<file path="config.mk">
export PLATFORM = sky130hd
export DESIGN_NAME = axi_ni_access_sequencer
export DESIGN_NICKNAME = d
export VERILOG_FILES = /design/src/rtl/axi_ni_seq_pkg.sv /design/src/rtl/ni_region_match.sv /design/src/rtl/axi_ni_access_sequencer.sv
export SDC_FILE = /design/constraint.sdc
export NUM_CORES = 1
export LEC_CHECK = 0
export ABC_AREA = 1
export CORE_AREA = 5 5 84 55
export DETAILED_ROUTE_END_ITERATION = 10
export DIE_AREA = 0 0 89 60
export HOLD_SLACK_MARGIN = 0.03
export PLACE_DENSITY = 0.8
export SLEW_MARGIN = 10
export SYNTH_ARGS = -nofsm -noshare
export SYNTH_HDL_FRONTEND = slang
export SYNTH_SLANG_ARGS = --single-unit
</file>
<file path="constraint.sdc">
create_clock -name clk_i -period 2.1 [get_ports clk_i]
set_clock_uncertainty 0.05 [all_clocks]
set_input_delay 0.42 -clock clk_i [delete_from_list [all_inputs] [get_ports clk_i]]
set_output_delay 0.42 -clock clk_i [all_outputs]
set_load 0.05 [all_outputs]
</file>
<file path="src/rtl/axi_ni_seq_pkg.sv">
// Shared types and region helper for the AXI non-idempotent access sequencer.
package axi_ni_seq_pkg;

  localparam int unsigned MaxAddrW = 64;

  typedef enum logic [1:0] {
    ST_NORMAL   = 2'd0,
    ST_DRAIN    = 2'd1,
    ST_NI_ISSUE = 2'd2,
    ST_NI_WAIT  = 2'd3
  } ni_state_e;

  typedef struct packed {
    logic [MaxAddrW-1:0] base;
    logic [MaxAddrW-1:0] length;
  } ni_rule_t;

  // One extra bit on the limit so base+length can never wrap around.
  function automatic logic in_region(input logic [MaxAddrW-1:0] addr, input ni_rule_t rule);
    logic [MaxAddrW:0] lim;
    lim = {1'b0, rule.base} + {1'b0, rule.length};
    return (rule.length != '0) && (addr >= rule.base) && ({1'b0, addr} < lim);
  endfunction

endpackage

</file>
<file path="src/rtl/ni_region_match.sv">
// Combinational check of one address against every non-idempotent region rule.
module ni_region_match
  import axi_ni_seq_pkg::*;
#(
  parameter int unsigned                    AddrWidth  = 64,
  parameter int unsigned                    NrNiRules  = 2,
  parameter logic [NrNiRules*AddrWidth-1:0] NiAddrBase = '0,
  parameter logic [NrNiRules*AddrWidth-1:0] NiLength   = '0
) (
  input  logic [AddrWidth-1:0] addr,
  output logic                 match
);

  logic [MaxAddrW-1:0] addr_ext;
  ni_rule_t            rule;

  always_comb begin
    match    = 1'b0;
    rule     = '0;
    addr_ext = '0;
    addr_ext[AddrWidth-1:0] = addr;
    for (int i = 0; i < NrNiRules; i++) begin
      rule = '0;
      rule.base[AddrWidth-1:0]   = NiAddrBase[i*AddrWidth +: AddrWidth];
      rule.length[AddrWidth-1:0] = NiLength[i*AddrWidth +: AddrWidth];
      match = match | in_region(addr_ext, rule);
    end
  end

endmodule

</file>
<file path="src/rtl/axi_ni_access_sequencer.sv">
// Gates AR/AW handshakes so non-idempotent accesses issue alone after all
// outstanding traffic drains; normal traffic passes combinationally.
module axi_ni_access_sequencer
  import axi_ni_seq_pkg::*;
#(
  parameter int unsigned                    AddrWidth      = 64,
  parameter int unsigned                    MaxOutstanding = 7,
  parameter int unsigned                    NrNiRules      = 2,
  parameter logic [NrNiRules*AddrWidth-1:0] NiAddrBase     = '0,
  parameter logic [NrNiRules*AddrWidth-1:0] NiLength       = '0
) (
  input  logic                 clk_i,
  input  logic                 rst_i,
  input  logic                 s_ar_valid_i,
  output logic                 s_ar_ready_o,
  input  logic [AddrWidth-1:0] s_ar_addr_i,
  output logic                 m_ar_valid_o,
  input  logic                 m_ar_ready_i,
  input  logic                 s_aw_valid_i,
  output logic                 s_aw_ready_o,
  input  logic [AddrWidth-1:0] s_aw_addr_i,
  output logic                 m_aw_valid_o,
  input  logic                 m_aw_ready_i,
  input  logic                 r_done_i,
  input  logic                 b_done_i,
  output logic                 ni_busy_o,
  output logic                 err_o
);

  localparam int unsigned     CntW   = $clog2(MaxOutstanding + 1);
  localparam logic [CntW-1:0] CntMax = CntW'(MaxOutstanding);

  ni_state_e       state;
  logic [CntW-1:0] rd_cnt, wr_cnt;
  logic            ni_sel, ni_arb, rr;
  logic            ar_match, aw_match, ar_ni, aw_ni;
  logic            grant_ar, grant_aw, ar_hs, aw_hs;

  ni_region_match #(
    .AddrWidth (AddrWidth),
    .NrNiRules (NrNiRules),
    .NiAddrBase(NiAddrBase),
    .NiLength  (NiLength)
  ) u_ar_match (
    .addr (s_ar_addr_i),
    .match(ar_match)
  );

  ni_region_match #(
    .AddrWidth (AddrWidth),
    .NrNiRules (NrNiRules),
    .NiAddrBase(NiAddrBase),
    .NiLength  (NiLength)
  ) u_aw_match (
    .addr (s_aw_addr_i),
    .match(aw_match)
  );

  assign ar_ni = s_ar_valid_i & ar_match;
  assign aw_ni = s_aw_valid_i & aw_match;

  always_comb begin
    grant_ar = 1'b0;
    grant_aw = 1'b0;
    case (state)
      ST_NORMAL: begin
        if (!(ar_ni || aw_ni)) begin
          grant_ar = s_ar_valid_i && (rd_cnt < CntMax);
          grant_aw = s_aw_valid_i && (wr_cnt < CntMax);
        end
      end
      ST_NI_ISSUE: begin
        grant_ar = s_ar_valid_i & ~ni_sel;
        grant_aw = s_aw_valid_i & ni_sel;
      end
      default: ;
    endcase
  end

  assign m_ar_valid_o = s_ar_valid_i & grant_ar;
  assign s_ar_ready_o = m_ar_ready_i & grant_ar;
  assign m_aw_valid_o = s_aw_valid_i & grant_aw;
  assign s_aw_ready_o = m_aw_ready_i & grant_aw;
  assign ar_hs        = m_ar_valid_o & m_ar_ready_i;
  assign aw_hs        = m_aw_valid_o & m_aw_ready_i;
  assign ni_busy_o    = (state != ST_NORMAL);

  // Outstanding counters; a completion with nothing outstanding is flagged, not counted.
  always_ff @(posedge clk_i or posedge rst_i) begin
    if (rst_i) begin
      rd_cnt <= '0;
      wr_cnt <= '0;
      err_o  <= 1'b0;
    end else begin
      if (ar_hs && !r_done_i) begin
        rd_cnt <= rd_cnt + 1'b1;
      end else if (!ar_hs && r_done_i && (rd_cnt != '0)) begin
        rd_cnt <= rd_cnt - 1'b1;
      end
      if (aw_hs && !b_done_i) begin
        wr_cnt <= wr_cnt + 1'b1;
      end else if (!aw_hs && b_done_i && (wr_cnt != '0)) begin
        wr_cnt <= wr_cnt - 1'b1;
      end
      if ((r_done_i && !ar_hs && (rd_cnt == '0)) ||
          (b_done_i && !aw_hs && (wr_cnt == '0))) begin
        err_o <= 1'b1;
      end
    end
  end

  // rr only advances when both channels contended for the NI slot.
  always_ff @(posedge clk_i or posedge rst_i) begin
    if (rst_i) begin
      state  <= ST_NORMAL;
      ni_sel <= 1'b0;
      ni_arb <= 1'b0;
      rr     <= 1'b0;
    end else begin
      case (state)
        ST_NORMAL: begin
          if (ar_ni || aw_ni) begin
            state  <= ST_DRAIN;
            ni_arb <= ar_ni && aw_ni;
            ni_sel <= (ar_ni && aw_ni) ? rr : aw_ni;
          end
        end
        ST_DRAIN: begin
          if ((rd_cnt == '0) && (wr_cnt == '0)) state <= ST_NI_ISSUE;
        end
        ST_NI_ISSUE: begin
          if (ni_sel ? aw_hs : ar_hs) begin
            state <= ST_NI_WAIT;
            if (ni_arb) rr <= ~rr;
          end
        end
        ST_NI_WAIT: begin
          if (ni_sel ? b_done_i : r_done_i) state <= ST_NORMAL;
        end
        default: state <= ST_NORMAL;
      endcase
    end
  end

endmodule

</file>
After elaboration in Yosys (flattened, before gate mapping)
Cells that the tools add are included.

cells by class
  add/sub/neg operators = 4
  magnitude comparators = 2
  eq/ne operators = 6
  multiplexer cells = 10
  bitwise operators = 7
  reductions and logical operators = 25

operators with widths
  operator             count
  $mux 3               4
  $logic_and 1x1->1    11
  $add 3x1->3 const B  2
  $and 1x1->1          6
  $logic_not 3->1      2
  $lt 3x3->1 const B   2
  $mux 2               3
  $ne 2x2->1 const B   3
  $pmux 2 s3           1
  $reduce_bool 2->1    3
  $reduce_bool 3->1    2
  $sub 3x1->3 const B  2
  $eq 2x2->1 const B   2
  $logic_not 1->1      4
  $reduce_and 4->1     1
  $eq 2x1->1 const B   1
  $logic_not 2->1      1
  $pmux 1 s2           1
  $logic_or 1x1->1     1
  $mux 1               1
  $not 1->1            1

word-level totals
  bits in registers = 9
  bits of input ports = 136
  output and inout bits = 6
  word-level logic and storage cells = 58

Longest topological paths before layout
  depth after elaboration = 10
  depth in mapped cells = 10
  mapped depth without buffers = 10

Cells and area by module
Synthesis repeated with hierarchy kept, for this count alone.

unflattened totals
  cell total of the unflattened synthesis = 127
  area total of the unflattened synthesis = 935.9 µm²

by module, submodules not included
  module                   times used  cells an instance  area an instance (µm²)  seq. area each (µm²)
  axi_ni_access_sequencer  1           123                913.4                   300.3
  ni_region_match          2           2                  11.3                    0.0

Least setup slack after synthesis
No wires, ideal clock.

  path type = reg2out
  start point = reg state[1]
  end point = out m_aw_valid_o
  arrival time = 1.569 ns
  data required time = 1.630 ns
  path slack = 0.061 ns
  stages on the path, launching flop included = 4
  buffers on the path = 0
  path through = dfrtp_1 -> nor2_2 -> inv_1 -> nor2_1

on the way
  word-level cells in the longest chain between the ends = 3

ends and longest elaborated chain
  what                      line                            RTL
  start: declaration        axi_ni_access_sequencer.sv:33   ni_state_e state;
  start signal: assignment  axi_ni_access_sequencer.sv:115  state <= ST_NORMAL;
  start signal: assignment  axi_ni_access_sequencer.sv:123  state <= ST_DRAIN;
  start signal: assignment  axi_ni_access_sequencer.sv:129  if ((rd_cnt == '0) && (wr_cnt == '0)) state <= ST_NI_ISSUE;
  $logic_not 2->1           axi_ni_access_sequencer.sv:65   case (state)
  $mux 1                    axi_ni_access_sequencer.sv:65
  $and 1x1->1               axi_ni_access_sequencer.sv:82   assign m_aw_valid_o = s_aw_valid_i & grant_aw;
  end: declaration          axi_ni_access_sequencer.sv:22   output logic m_aw_valid_o,

Every way passes these cells.

Final worst setup path
  start point = in s_ar_valid_i
  end point = out s_ar_ready_o

on the way
  word-level cells in the longest chain between the ends = 3

ends and longest elaborated chain
  what                line                           RTL
  start: declaration  axi_ni_access_sequencer.sv:14  input logic s_ar_valid_i,
  $logic_and 1x1->1   axi_ni_access_sequencer.sv:68  grant_ar = s_ar_valid_i && (rd_cnt < CntMax);
  $pmux 1 s2 (*)      axi_ni_access_sequencer.sv:65
  $and 1x1->1 (*)     axi_ni_access_sequencer.sv:81  assign s_ar_ready_o = m_ar_ready_i & grant_ar;
  end: declaration    axi_ni_access_sequencer.sv:15  output logic s_ar_ready_o,

Mark *: on every way between the ends. The rest lies on a longest branch, timed or not.

==> flow_metrics.env <==
export IMPL_worstPathCellList="clkdlybuf4s50_1, nand2_2, inv_1, nand3_2, inv_1, buf_12"
export IMPL_clkPwrFrac_pct=15.5
export IMPL_critPathRequiredTime_ps=1630
export IMPL_ys_flop_type="dfrtp_1"
export IMPL_grt_max_degree=10
export IMPL_clk_latency_ps=240
export IMPL_routed_wl_mm=1.508
export IMPL_grt_pass1_vias=506
export IMPL_power_internal_w=0.0006943
export IMPL_p_per_area_mw_per_mm2=1345
export IMPL_antenna_found_initial=0
export IMPL_pre_cts_ws_ps=-2.957
export IMPL_dr_pass1_iters=4
export IMPL_placed_cell_area_sq_um=932.1
export IMPL_fin_setup_tns_ps=0
export IMPL_drc_errors=0
export IMPL_worst_slack_ps=199.2
export IMPL_yosysTopAreaCell="dfrtp_1"
export IMPL_fin_cells=158
export IMPL_die_h_um=60
export IMPL_routed_via_density=3.861
export IMPL_cts_buffers=3
export IMPL_ant_nets=0
export IMPL_cpPeakStageDelay_ps=470
export IMPL_finalMaxSlewViolations=0
export IMPL_syn2layout_area_growth_pct=48.76
export IMPL_syn_area_sq_um=656.9
export IMPL_cts_setup_buffers=0
export IMPL_period_share_pct=90.51
export IMPL_cts_buffer_depth=2
export IMPL_ir_worst_vdd_v=0.0007744
export IMPL_rsz0062_at_grt="false"
export IMPL_dr_total_vias=610
export IMPL_startpoint="s_ar_valid_i"
export IMPL_critPathTopFamily="buffers and inverters"
export IMPL_slowest_stage="clkdlybuf4s50_1"
export IMPL_maxCapViolations=0
export IMPL_switching_share_pct=47.17
export IMPL_yosysTopAreaCellShare_pct=34.29
export IMPL_worst_pin_slew_ps=501.7
export IMPL_die_x_um=89
export IMPL_finalSetupViolCount=0
export IMPL_path_clk_slew_ps=40
export IMPL_synth_common_cells="20 x nand2_1, 17 x inv_1, 11 x nand3_1"
export IMPL_period_needed_ps=1901
export IMPL_hold_buffers=0
export IMPL_dp_hpwl_mm=1.215
export IMPL_max_freq_mhz=526.1
export IMPL_status="complete, no violations"
export IMPL_core_sq_mm=0.003851
export IMPL_cp_arrival_ps=1430
export IMPL_antennaDiodeCount=0
export IMPL_ios=142
export IMPL_postSynthCellCount=85
export IMPL_drive_gt1_share_pct=24.07
export IMPL_yosysSeqAreaShare_pct=34.29
export IMPL_drtIter0Drc=58
export IMPL_synth_seq_cells=9
export IMPL_dieArea_sq_mm=0.005340
export IMPL_cts_resized=0
export IMPL_rows=18
export IMPL_grt_pass1_wl_mm=2.408
export IMPL_ys_warn_count=0
export IMPL_io_buffers=13
export IMPL_hp_class="in2async"
export IMPL_hold_worst_slack_ps=401.0
export IMPL_crit_type="in2out"
export IMPL_pwr_share_comb_pct=56.3
export IMPL_cts_root_buf="clkbuf_8"
export IMPL_gp_congestion=0.8164
export IMPL_syn_nets=223
export IMPL_avgSynthCellArea_sq_um=7.728
export IMPL_ys_types=20
export IMPL_clock_sinks=9
export IMPL_worstPathMaxFanout=5
export IMPL_worstSetupStartpointType="primary input"
export IMPL_nets=247
export IMPL_grt_overflow_total=0
export IMPL_htreeDepth=1
export IMPL_cts_tree="done"
export IMPL_grt_usage_pct=6.425
export IMPL_wl_per_cell_um=9.544
export IMPL_relSlewSlack_pct=66.45
export IMPL_netSwitchingPower_w=0.0006200
export IMPL_place_inst=154
export IMPL_nFillCells=401
export IMPL_endpoint_kind="primary output"
export IMPL_rr_startpoint="state[1]$_DFFE_PP0P_"
export IMPL_synth_edff_count=0
export IMPL_p_leak_nw=0.4786
export IMPL_timing_critical_path_buf_inv=4
export IMPL_yosysMostFrequentCell="nand2_1"
export IMPL_stdcell_area_sq_um=977.2
export IMPL_initial_core_util_pct=17.06
export IMPL_pwr_share_seq_pct=28.1
export IMPL_synthTopCellsByArea="dfrtp_1 34%, nand2_1 11%, inv_1 9.7%"
export IMPL_async_flop_share_pct=100.0
export IMPL_crit_top_cell="inv_1"
export IMPL_hold_viol=0
-- layout by cell type, fill, tap and decap left out, types with 2 or more instances in the layout --
master	count
nand2_1	20
inv_1	17
nand3_1	11
dfrtp_1	9
clkdlybuf4s50_1	8
nor2_1	7
buf_4	7
buf_12	4
nand3_2	3
nand4_1	3
clkbuf_8	3
nand2_2	2
fa_1	2
-- cell type report --
cell class	count	area, sq um	area share [%]
repair buffers	19	212.7	21.77
inverters	18	72.57	7.426
multi-input cells	58	359.1	36.75
well taps	50	62.56	6.402
clock buffers	4	45.04	4.609
flip-flops and latches	9	225.2	23.05
-- power groups by stage --
stage               sequential [W]  combinational, W  clock, W
finish                    0.000370          0.000740  0.000204
global placement          0.000367          0.000723         0
global route              0.000384          0.000814  0.000221
detailed placement        0.000371          0.000736         0
CTS                       0.000370          0.000746  0.000214
floorplan                 0.000342          0.000508         0
-- cells by family (layout without fill, tap and decap cells) --
| group | after synthesis | in the layout | synth area share [%] |
|---|---|---|---|
| AOI/OAI and AO/OA | 2 | 2 | 1.714 |
| adders and majority gates | 2 | 2 | 6.095 |
| buffers and inverters | 18 | 41 | 11.05 |
| DFF | 9 | 9 | 34.29 |
| and+or+nand+nor | 54 | 54 | 46.86 |
-- metal layers --
metal	share of wire (%)	wire (um)	track usage, %
met1	49	734	8.326
met2	41	624	7.717
met3	8.1	122	4.545
met4	1.8	27	3.185
met5	0	0	0
-- state kept, by name, indices dropped and copies added, names as in the netlist --
name and count:
err_o 1, state 2, wr_cnt 3, rd_cnt 3
-- through the flow --
step	power, W	util (%)
floorplan	0.0008499	-
finish	0.001314	25.37
detailed placement	0.001107	24.20
CTS	0.001330	25.37
global route	0.001419	25.37
global placement	0.001090	24.20
-- worst reg2reg max path: cells and delay by family (launching register included) --
kind | cells | cell delay, ps
fa+ha+maj | 1 | 400
flops | 1 | 420
simple gates | 6 | 640
buf+inv | 2 | 150
-- final timing paths --
kind,end,slack [ps],cells past startpoint
max in group asynchronous,wr_cnt[0]$_DFFE_PP0P_,1340,2
hold / removal,rd_cnt[0]$_DFFE_PP0P_,400,2
min in group clk_i,err_o$_DFFE_PP0P_,430,1
setup reg to reg,wr_cnt[2]$_DFFE_PP0P_,310,9
hold reg to reg,err_o$_DFFE_PP0P_,430,1
setup / recovery,s_ar_ready_o,200,6
(Power assumes the default switching activity.)
